<file path="config.mk">
export PLATFORM = sky130hd
export DESIGN_NAME = fir_requantizer
export DESIGN_NICKNAME = d
export VERILOG_FILES = /design/src/rtl/fir_pkg.sv /design/src/rtl/axis_skid_buffer.sv /design/src/rtl/fir_requantizer.sv
export SDC_FILE = /design/constraint.sdc
export NUM_CORES = 1
export LEC_CHECK = 0
export ABC_AREA = 1
export BUFFER_PORTS_ARGS = -buffer_cell sky130_fd_sc_hd__buf_4
export CAP_MARGIN = 20
export CORE_ASPECT_RATIO = 0.75
export CORE_UTILIZATION = 48
export CTS_CLUSTER_SIZE = 12
export DETAILED_ROUTE_END_ITERATION = 10
export GPL_TIMING_DRIVEN = 1
export PLACE_DENSITY = 0.7
export SLEW_MARGIN = 5
export SYNTH_ARGS = -nofsm -noshare
export SYNTH_HDL_FRONTEND = slang
export SYNTH_SLANG_ARGS = --single-unit
</file>
<file path="constraint.sdc">
create_clock -name axi_clk -period 5.1 [get_ports axi_clk]
set_input_delay 0.255 -clock axi_clk [delete_from_list [all_inputs] [get_ports axi_clk]]
set_output_delay 0.255 -clock axi_clk [all_outputs]
set_load 0.01 [all_outputs]
</file>
<file path="src/rtl/fir_pkg.sv">
// Shared constants for the FIR datapath: default sample widths, saturation limits and the
// width of the saturation statistics counter.
package fir_pkg;

  localparam int unsigned FIR_DATA_IN  = 32;
  localparam int unsigned FIR_DATA_OUT = 16;
  localparam int unsigned SAT_CNT_W    = 16;

  localparam logic [SAT_CNT_W-1:0] SAT_CNT_MAX = '1;

  // Largest and smallest representable signed value of a given width.
  function automatic longint sat_max(input int unsigned width);
    return (longint'(1) << (width - 1)) - 1;
  endfunction

  function automatic longint sat_min(input int unsigned width);
    return -(longint'(1) << (width - 1));
  endfunction

  localparam longint FIR_SAT_MAX = sat_max(FIR_DATA_OUT);
  localparam longint FIR_SAT_MIN = sat_min(FIR_DATA_OUT);

endpackage

</file>
<file path="src/rtl/axis_skid_buffer.sv">
// Output register plus one-entry skid register. The upstream ready is registered so that
// out_ready_i never reaches in_ready_o combinationally.
module axis_skid_buffer #(
  parameter int unsigned Width = 16
) (
  input  logic             clk_i,
  input  logic             rst_ni,
  input  logic             in_valid_i,
  input  logic [Width-1:0] in_data_i,
  output logic             in_ready_o,
  output logic             out_valid_o,
  output logic [Width-1:0] out_data_o,
  input  logic             out_ready_i
);

  logic             out_valid_q, out_valid_d;
  logic [Width-1:0] out_data_q, out_data_d;
  logic             skid_valid_q, skid_valid_d;
  logic [Width-1:0] skid_data_q, skid_data_d;
  logic             ready_q, ready_d;
  logic             push, pop;

  assign push = in_valid_i & ready_q;
  assign pop  = out_valid_q & out_ready_i;

  always_comb begin
    out_valid_d  = out_valid_q;
    out_data_d   = out_data_q;
    skid_valid_d = skid_valid_q;
    skid_data_d  = skid_data_q;
    if (pop) begin
      out_valid_d = 1'b0;
    end
    if (skid_valid_q) begin
      // ready_q is low here, so only a drain of the skid entry can happen
      if (pop) begin
        out_valid_d  = 1'b1;
        out_data_d   = skid_data_q;
        skid_valid_d = 1'b0;
      end
    end else if (push) begin
      if (!out_valid_q || pop) begin
        out_valid_d = 1'b1;
        out_data_d  = in_data_i;
      end else begin
        skid_valid_d = 1'b1;
        skid_data_d  = in_data_i;
      end
    end
    ready_d = ~skid_valid_d;
  end

  always_ff @(posedge clk_i or negedge rst_ni) begin
    if (!rst_ni) begin
      out_valid_q  <= 1'b0;
      out_data_q   <= '0;
      skid_valid_q <= 1'b0;
      skid_data_q  <= '0;
      ready_q      <= 1'b0;
    end else begin
      out_valid_q  <= out_valid_d;
      out_data_q   <= out_data_d;
      skid_valid_q <= skid_valid_d;
      skid_data_q  <= skid_data_d;
      ready_q      <= ready_d;
    end
  end

  assign in_ready_o  = ready_q;
  assign out_valid_o = out_valid_q;
  assign out_data_o  = out_data_q;

endmodule

</file>
<file path="src/rtl/fir_requantizer.sv">
// Rounds, saturates and decimates wide FIR output samples into a narrower AXI-Stream,
// keeping sticky saturation statistics for forwarded samples.
module fir_requantizer
  import fir_pkg::*;
#(
  parameter int unsigned DATA_IN  = FIR_DATA_IN,
  parameter int unsigned DATA_OUT = FIR_DATA_OUT,
  parameter int unsigned SHIFT    = 15,
  parameter int unsigned DECIM    = 1
) (
  input  logic                 axi_clk,
  input  logic                 axi_reset_n,
  input  logic                 s_axis_valid,
  input  logic [DATA_IN-1:0]   s_axis_data,
  output logic                 s_axis_ready,
  output logic                 m_axis_valid,
  output logic [DATA_OUT-1:0]  m_axis_data,
  input  logic                 m_axis_ready,
  input  logic                 clear,
  output logic                 sat_flag,
  output logic [SAT_CNT_W-1:0] sat_count
);

  localparam int unsigned PhaseW = (DECIM > 1) ? $clog2(DECIM) : 1;
  localparam logic [PhaseW-1:0] PhaseLast = PhaseW'(DECIM - 1);

  localparam logic signed [DATA_IN:0] RoundBias = (DATA_IN+1)'(longint'(1) << (SHIFT - 1));
  localparam logic signed [DATA_IN:0] SatHi     = (DATA_IN+1)'(sat_max(DATA_OUT));
  localparam logic signed [DATA_IN:0] SatLo     = (DATA_IN+1)'(sat_min(DATA_OUT));

  logic signed [DATA_IN:0] sum_ext, rnd;
  logic                    sat_hi, sat_lo;
  logic [DATA_OUT-1:0]     q_data;
  logic                    in_fire, fwd, fwd_valid, sat_evt;

  logic [PhaseW-1:0]    phase_q, phase_d;
  logic [SAT_CNT_W-1:0] sat_count_q, sat_count_d;
  logic                 sat_flag_q, sat_flag_d;

  // One extra bit of headroom keeps the rounding add from wrapping.
  always_comb begin
    sum_ext = $signed({s_axis_data[DATA_IN-1], s_axis_data}) + RoundBias;
    rnd     = sum_ext >>> SHIFT;
    sat_hi  = rnd > SatHi;
    sat_lo  = rnd < SatLo;
    if (sat_hi) begin
      q_data = SatHi[DATA_OUT-1:0];
    end else if (sat_lo) begin
      q_data = SatLo[DATA_OUT-1:0];
    end else begin
      q_data = rnd[DATA_OUT-1:0];
    end
  end

  assign in_fire   = s_axis_valid & s_axis_ready;
  assign fwd       = (phase_q == '0);
  assign fwd_valid = s_axis_valid & fwd;
  assign sat_evt   = in_fire & fwd & (sat_hi | sat_lo);

  always_comb begin
    phase_d = phase_q;
    if (in_fire) begin
      phase_d = (phase_q == PhaseLast) ? '0 : phase_q + PhaseW'(1);
    end
  end

  // A saturation coincident with clear survives the clear.
  always_comb begin
    sat_count_d = sat_count_q;
    sat_flag_d  = sat_flag_q | sat_evt;
    if (clear) begin
      sat_count_d = SAT_CNT_W'(sat_evt);
      sat_flag_d  = sat_evt;
    end else if (sat_evt && (sat_count_q != SAT_CNT_MAX)) begin
      sat_count_d = sat_count_q + SAT_CNT_W'(1);
    end
  end

  always_ff @(posedge axi_clk or negedge axi_reset_n) begin
    if (!axi_reset_n) begin
      phase_q     <= '0;
      sat_count_q <= '0;
      sat_flag_q  <= 1'b0;
    end else begin
      phase_q     <= phase_d;
      sat_count_q <= sat_count_d;
      sat_flag_q  <= sat_flag_d;
    end
  end

  axis_skid_buffer #(
    .Width(DATA_OUT)
  ) u_skid (
    .clk_i      (axi_clk),
    .rst_ni     (axi_reset_n),
    .in_valid_i (fwd_valid),
    .in_data_i  (q_data),
    .in_ready_o (s_axis_ready),
    .out_valid_o(m_axis_valid),
    .out_data_o (m_axis_data),
    .out_ready_i(m_axis_ready)
  );

  assign sat_count = sat_count_q;
  assign sat_flag  = sat_flag_q;

endmodule

</file>
# After elaboration in Yosys (flattened, before gate mapping)
# Cells that the tools add are included.
# word_totals
output_inout_bits	35
ff_bits	53
word_cells	54
# classes
eq_ne	2
bitwise	12
order_cmp	2
n_mux	19
n_addsub	3
n_reduce_logical	8
# ops
op	n
$mux W16	8
$add A32 B16 Y33 const B	1
$gt A18 B16 Y1 const B	1
$lt A18 B16 Y1 const B	1
$add A16 B1 Y16 const B	1
$ne A16 B16 Y1 const B	1
$mux W1	11
$and A1 B1 Y1	6
$reduce_and A3 Y1	2
$reduce_bool A2 Y1	3
$not A1 Y1	4
$ne A2 B2 Y1 const B	1
$or A1 B1 Y1	2
$add A1 B1 Y1 const B	1
$logic_and A1 B1 Y1	1
$logic_not A1 Y1	1
$logic_or A1 B1 Y1	1

# Logic depth before layout (Yosys ltp)
# logic_depth
word_depth	7
mapped_depth	15

# Cells and area by module
# From an unflattened synthesis, not the netlist that was laid out.
# hier_totals
cells_unflattened	452
hier_area_um2	3255.6
# by_module_without_submodules
mod	area_each_um2	n_inst	cells_each	seq_area_each_um2
axis_skid_buffer	1632.8	1	207	875.8
fir_requantizer	1622.8	1	245	425.4

# Least setup slack after synthesis
# Ideal clock, no wire load.
# synth_timing
path_type	reg2reg
start	register sat_count_q[0] (netlist: sat_count[0])
end	register sat_count_q[11] (netlist: sat_count[11])
path_stages_with_launch	12
setup_ps	118
required_time_ps	4982
path_slack_ps	3243
period_less_slack_ps	1857
path_buffers	1
t_arrival_ps	1739
cell_sequence	dfrtp_1 ha_1 nand2_1 nor3_2 nand2_1 nor2_1 nand4_1 nand3_4 nand2_4 buf_12 nand2_2 nand2_1
# synth_between
elab_chain_len	3
elab_cells_between_ends	6
classes_between	1 x add/sub; 1 x eq/ne; 2 x mux; 2 x reduce/logical
# synth_lines
item	line_no	source
from (decl)	fir_requantizer.sv:37	logic [SAT_CNT_W-1:0] sat_count_q, sat_count_d;
from (signal assigned)	fir_requantizer.sv:86	sat_count_q <= sat_count_d;
$add A16 B1 Y16 or $ne A16 B16 Y1 (tied branches)	fir_requantizer.sv:75, fir_requantizer.sv:74	
$mux W16 or $logic_and A1 B1 Y1 (tied branches)	fir_requantizer.sv:74	end else if (sat_evt && (sat_count_q != SAT_CNT_MAX)) begin
$mux W16 or $reduce_bool A2 Y1 (tied branches)	-	
# Several ways; a longest one is shown, not always the timed one. The select of a mux whose other input is x is not followed.
# A chain may end at the register's enable or synchronous reset.

# Final worst setup path
# layout_timing
start	register u_skid.skid_valid_q
end	register u_skid.out_data_q[11] (netlist: u_skid.out_data_o[11])
# layout_between
elab_chain_len	2
elab_cells_between_ends	5
classes_between	1 x eq/ne; 1 x mux; 3 x reduce/logical
# layout_lines
item	line_no	source
from (decl)	axis_skid_buffer.sv:18	logic skid_valid_q, skid_valid_d;
from (signal assigned)	axis_skid_buffer.sv:63	skid_valid_q <= skid_valid_d;
$ne A2 B2 Y1 (no line) or $reduce_bool A2 Y1 (tied branches)	-	
$reduce_and A3 Y1 (no line)	-	
to (signal assigned)	axis_skid_buffer.sv:62	out_data_q <= out_data_d;
to (decl)	axis_skid_buffer.sv:17	logic [Width-1:0] out_data_q, out_data_d;
# Several ways; a longest one is shown, not always the timed one.

==> impl_results.md <==
* Post-CTS setup buffer count at 0
* Diode count at 0
* CORE AREA at 6380 sq um
* Sequential cell area fraction in the yosys report at 0.404
* Crit path capture type: flip-flop
* Sw Share at 0.382
* Status: completed
* CP delay by family, top: flip-flops
* Area Overhead vs Synth at 17.8%
* Number of remaining DRC errors at 0
* Crit-path max cell delay at 0.91 ns
* Initial Utilization at 0.504
* Setup repair after global routing missed its margin: no
* Most used cell along the critical path: a21oi_1
* Die Ht at 72.9 um
* Crit path DAT at 2.68 ns
* Combinational power share at 0.380
* Clock power share at 0.190
* Pin count of the biggest net entering global routing at 53
* Setup violations, final at 0
* Hpwl dp at 5430 um
* CTS Buffer Depth at 2
* Crit Path Category: flip-flop to flip-flop
* Leak Pwr at 1.91 nW
* # port buffers at 57
* Initial antenna violation count at 0
* Total wire length at 7540 um
* # placed instances at 567
* Net Sw Power at 0.589 mW
* Async set-or-reset flop fraction in the synthesized netlist at 1.00
* Worst R2R Start: u_skid.skid_valid_q
* Final TNS setup at 0 ns
* Num CTS Buffers at 5
* Clock-pin slew on the worst setup and hold paths at 0.10 ns
* Post-layout min period at 2.42 ns
* CP Launch Type: flip-flop
* Max transition margin at 0.427
* Top_reg_cell synth: dfrtp_1
* Tightest Pin Transition at 0.859 ns
* Sequential power share at 0.431
* Vias in the first global route at 2,482
* Post-Syn Area per Cell at 7.25 sq um
* Die Width at 96.5 um
* Final Hold Viols at 0
* Clk root buf: clkbuf_8
* Master of the slowest instance on the critical path: dfrtp_1
* Ys Warns at 0
* Yosys cell types at 34
* Final worst slack at 2.68 ns
* Post-route antenna net violation count at 0
* Hold path startpoint: m_axis_ready
* First-pass GRT wire length at 12,400 um
* Avg WL per Cell at 13.1 um
* Crit path buf inv count at 1
* Seq cells post-synth at 52
* Final core utilization at 0.594
* Crit share post-route at 0.475
* Net Count, Synth at 483
* Final cell count without fillers at 576
* Global route overflow at 0
* Setup Skew at 0.00246 ns
* Total Nets Final at 533
* Power density over cell area at 406 nW/um^2
* GRT Overall Usage at 0.231
* EDFF count, synth at 0
* Synth Cell Area at 3220 sq um
* Post-synthesis cell count at 444
* Peak VDD IR at 0.280 mV
* Worst Path Required at 5.36 ns
* Placement Setup Slack at 2.72 ns
* Maximum fanout along the worst path at 26
* Routability congestion estimate at 0.891
* Max-slew violations at 0
* Number of DRC markers in iteration 0 at 161
* Critical Path Source: u_skid.skid_valid_q
* Worst-Skew Late Latency at 0.31 ns
* FMAX at 0.413 GHz
* CTS sink cnt at 52
* Via count at 2,851
* H-Tree Depth at 2
* Critical Path, Cell by Cell: a21oi_1 > nor2_1 > inv_2 > a21oi_1 > o21ai_1 > nand2_1
* Hold crit path type: input port to flip-flop
* CTS tree: built
* Avg Vias per Cell at 4.95
* FP Rows at 25
* Full die area at 7040 sq um
* Share of cells above drive strength 1 at 0.204
* IO Pins at 72
* Max-cap viol count at 0
* Number of detailed-route iterations in the first pass at 4
* Int Power at 0.952 mW
==> cell usage in the layout (no fill, tap or decap), types with 2 or more instances in the layout <==
cell / synthesis / routed
o21ai_1: 15 / 15
nor2_2: 4 / 5
clkbuf_8: 0 / 5
clkinv_1: 2 / 2
o21ai_0: 12 / 12
nand2_2: 13 / 13
nand3_2: 3 / 3
nor3b_1: 2 / 2
nor2_1: 57 / 56
nor2_4: 4 / 4
a21oi_1: 15 / 15
dfrtp_1: 52 / 52
a31oi_1: 8 / 8
nand4_1: 4 / 4
nand2_1: 134 / 134
nor3_1: 3 / 3
inv_1: 35 / 35
ha_1: 2 / 2
inv_2: 2 / 2
xnor2_1: 6 / 6
nand3_1: 30 / 30
buf_4: 2 / 58
nand2_4: 4 / 4
xor2_1: 14 / 14
==> worst register-to-register path, delay by kind of cell (launching register included) <==
family                 cells  cell delay [ns]
buffers and inverters      1             0.38
and+or+nand+nor            2             0.59
AOI/OAI and AO/OA          3             0.50
DFF                        1             0.91
==> through the flow <==
stage / hold WS [ns] / area, sq um / power (mW)
6_report: 0.240 / 3790 / 1.54
3_3_place_gp: 0.338 / 3670 / 1.24
3_5_place_dp: 0.333 / 3670 / 1.26
5_1_grt: 0.229 / 3790 / 1.67
4_1_cts: 0.227 / 3790 / 1.55
2_1_floorplan: -0.0406 / 3220 / 1.02
==> flip-flops by register name (all words and copies together) (netlist names) <==
name,flops
u_skid.in_ready_o,1
u_skid.skid_valid_q,1
u_skid.skid_data_q,16
sat_count,16
sat_flag,1
u_skid.out_valid_o,1
u_skid.out_data_o,16
==> timing repair <==
| item | in CTS | in global routing |
|---|---|---|
| hold buffers | 1 | 0 |
| gates resized for setup | 0 | 0 |
| endpoints found under the hold margin | 43 | 0 |
==> per-layer routing <==
metal	track usage	vias to the layer above	wire length, um
met3	0.0385	5	343
met5	0	-	0
met1	0.390	1290	4160
met4	0.0490	0	65
li1	-	1502	-
met2	0.297	54	2970
==> cell type report <==
type                       count  area (sq um)
tap                           81           101
timing repair buffer          59           445
clock inverter                 2          38.8
fill                         619          2590
inverter                      40           153
clock buffer                   6          72.6
sequential                    52          1300
multi-input combinational    336          1680
==> power by group through the flow <==
stage | combinational, mW | sequential [mW] | clock [mW]
finish | 0.585 | 0.664 | 0.292
global route | 0.669 | 0.684 | 0.315
CTS | 0.590 | 0.664 | 0.300
detailed placement | 0.587 | 0.671 | 0
global placement | 0.573 | 0.665 | 0
floorplan | 0.350 | 0.669 | 0
==> cells in the mapped netlist, types with 2 or more instances <==
master / count / area [sq um]
o21ai_0: 12 / 60.1
nor2_2: 4 / 25.0
a21oi_1: 15 / 75.1
a31oi_1: 8 / 50.1
inv_1: 35 / 131
xor2_1: 14 / 123
nand2_4: 4 / 45.0
buf_2: 2 / 10.0
clkinv_1: 2 / 7.51
nand3_1: 30 / 150
ha_1: 2 / 25.0
nor3b_1: 2 / 15.0
nor2_1: 57 / 214
clkbuf_1: 10 / 37.5
dfrtp_1: 52 / 1300
nand3_2: 3 / 30.0
nand2_2: 13 / 81.3
buf_4: 2 / 15.0
xnor2_1: 6 / 52.6
nand2_1: 134 / 503
inv_2: 2 / 7.51
o21ai_1: 15 / 75.1
nand4_1: 4 / 25.0
nor2_4: 4 / 45.0
nor3_1: 3 / 15.0
==> cell families after synthesis <==
logic type      after synthesis  share of synthesized area
xor+xnor                     20                     0.0544
simple gates                262                      0.374
compound gates               52                     0.0855
flops                        52                      0.404
buf+inv                      56                     0.0743
fa+ha+maj                     2                    0.00777
==> final timing paths <==
check,endpoint,cells after the start,slack [ns]
hold / removal,u_skid.in_ready_o,3,0.24
setup reg to reg,u_skid.out_data_o[11],6,2.68
max in group asynchronous,sat_count[12],2,4.13
setup / recovery,u_skid.out_data_o[11],6,2.68
hold reg to reg,u_skid.out_data_o[4],2,0.49
min in group asynchronous,u_skid.out_data_o[9],2,0.50
(Power assumes the default switching activity.)
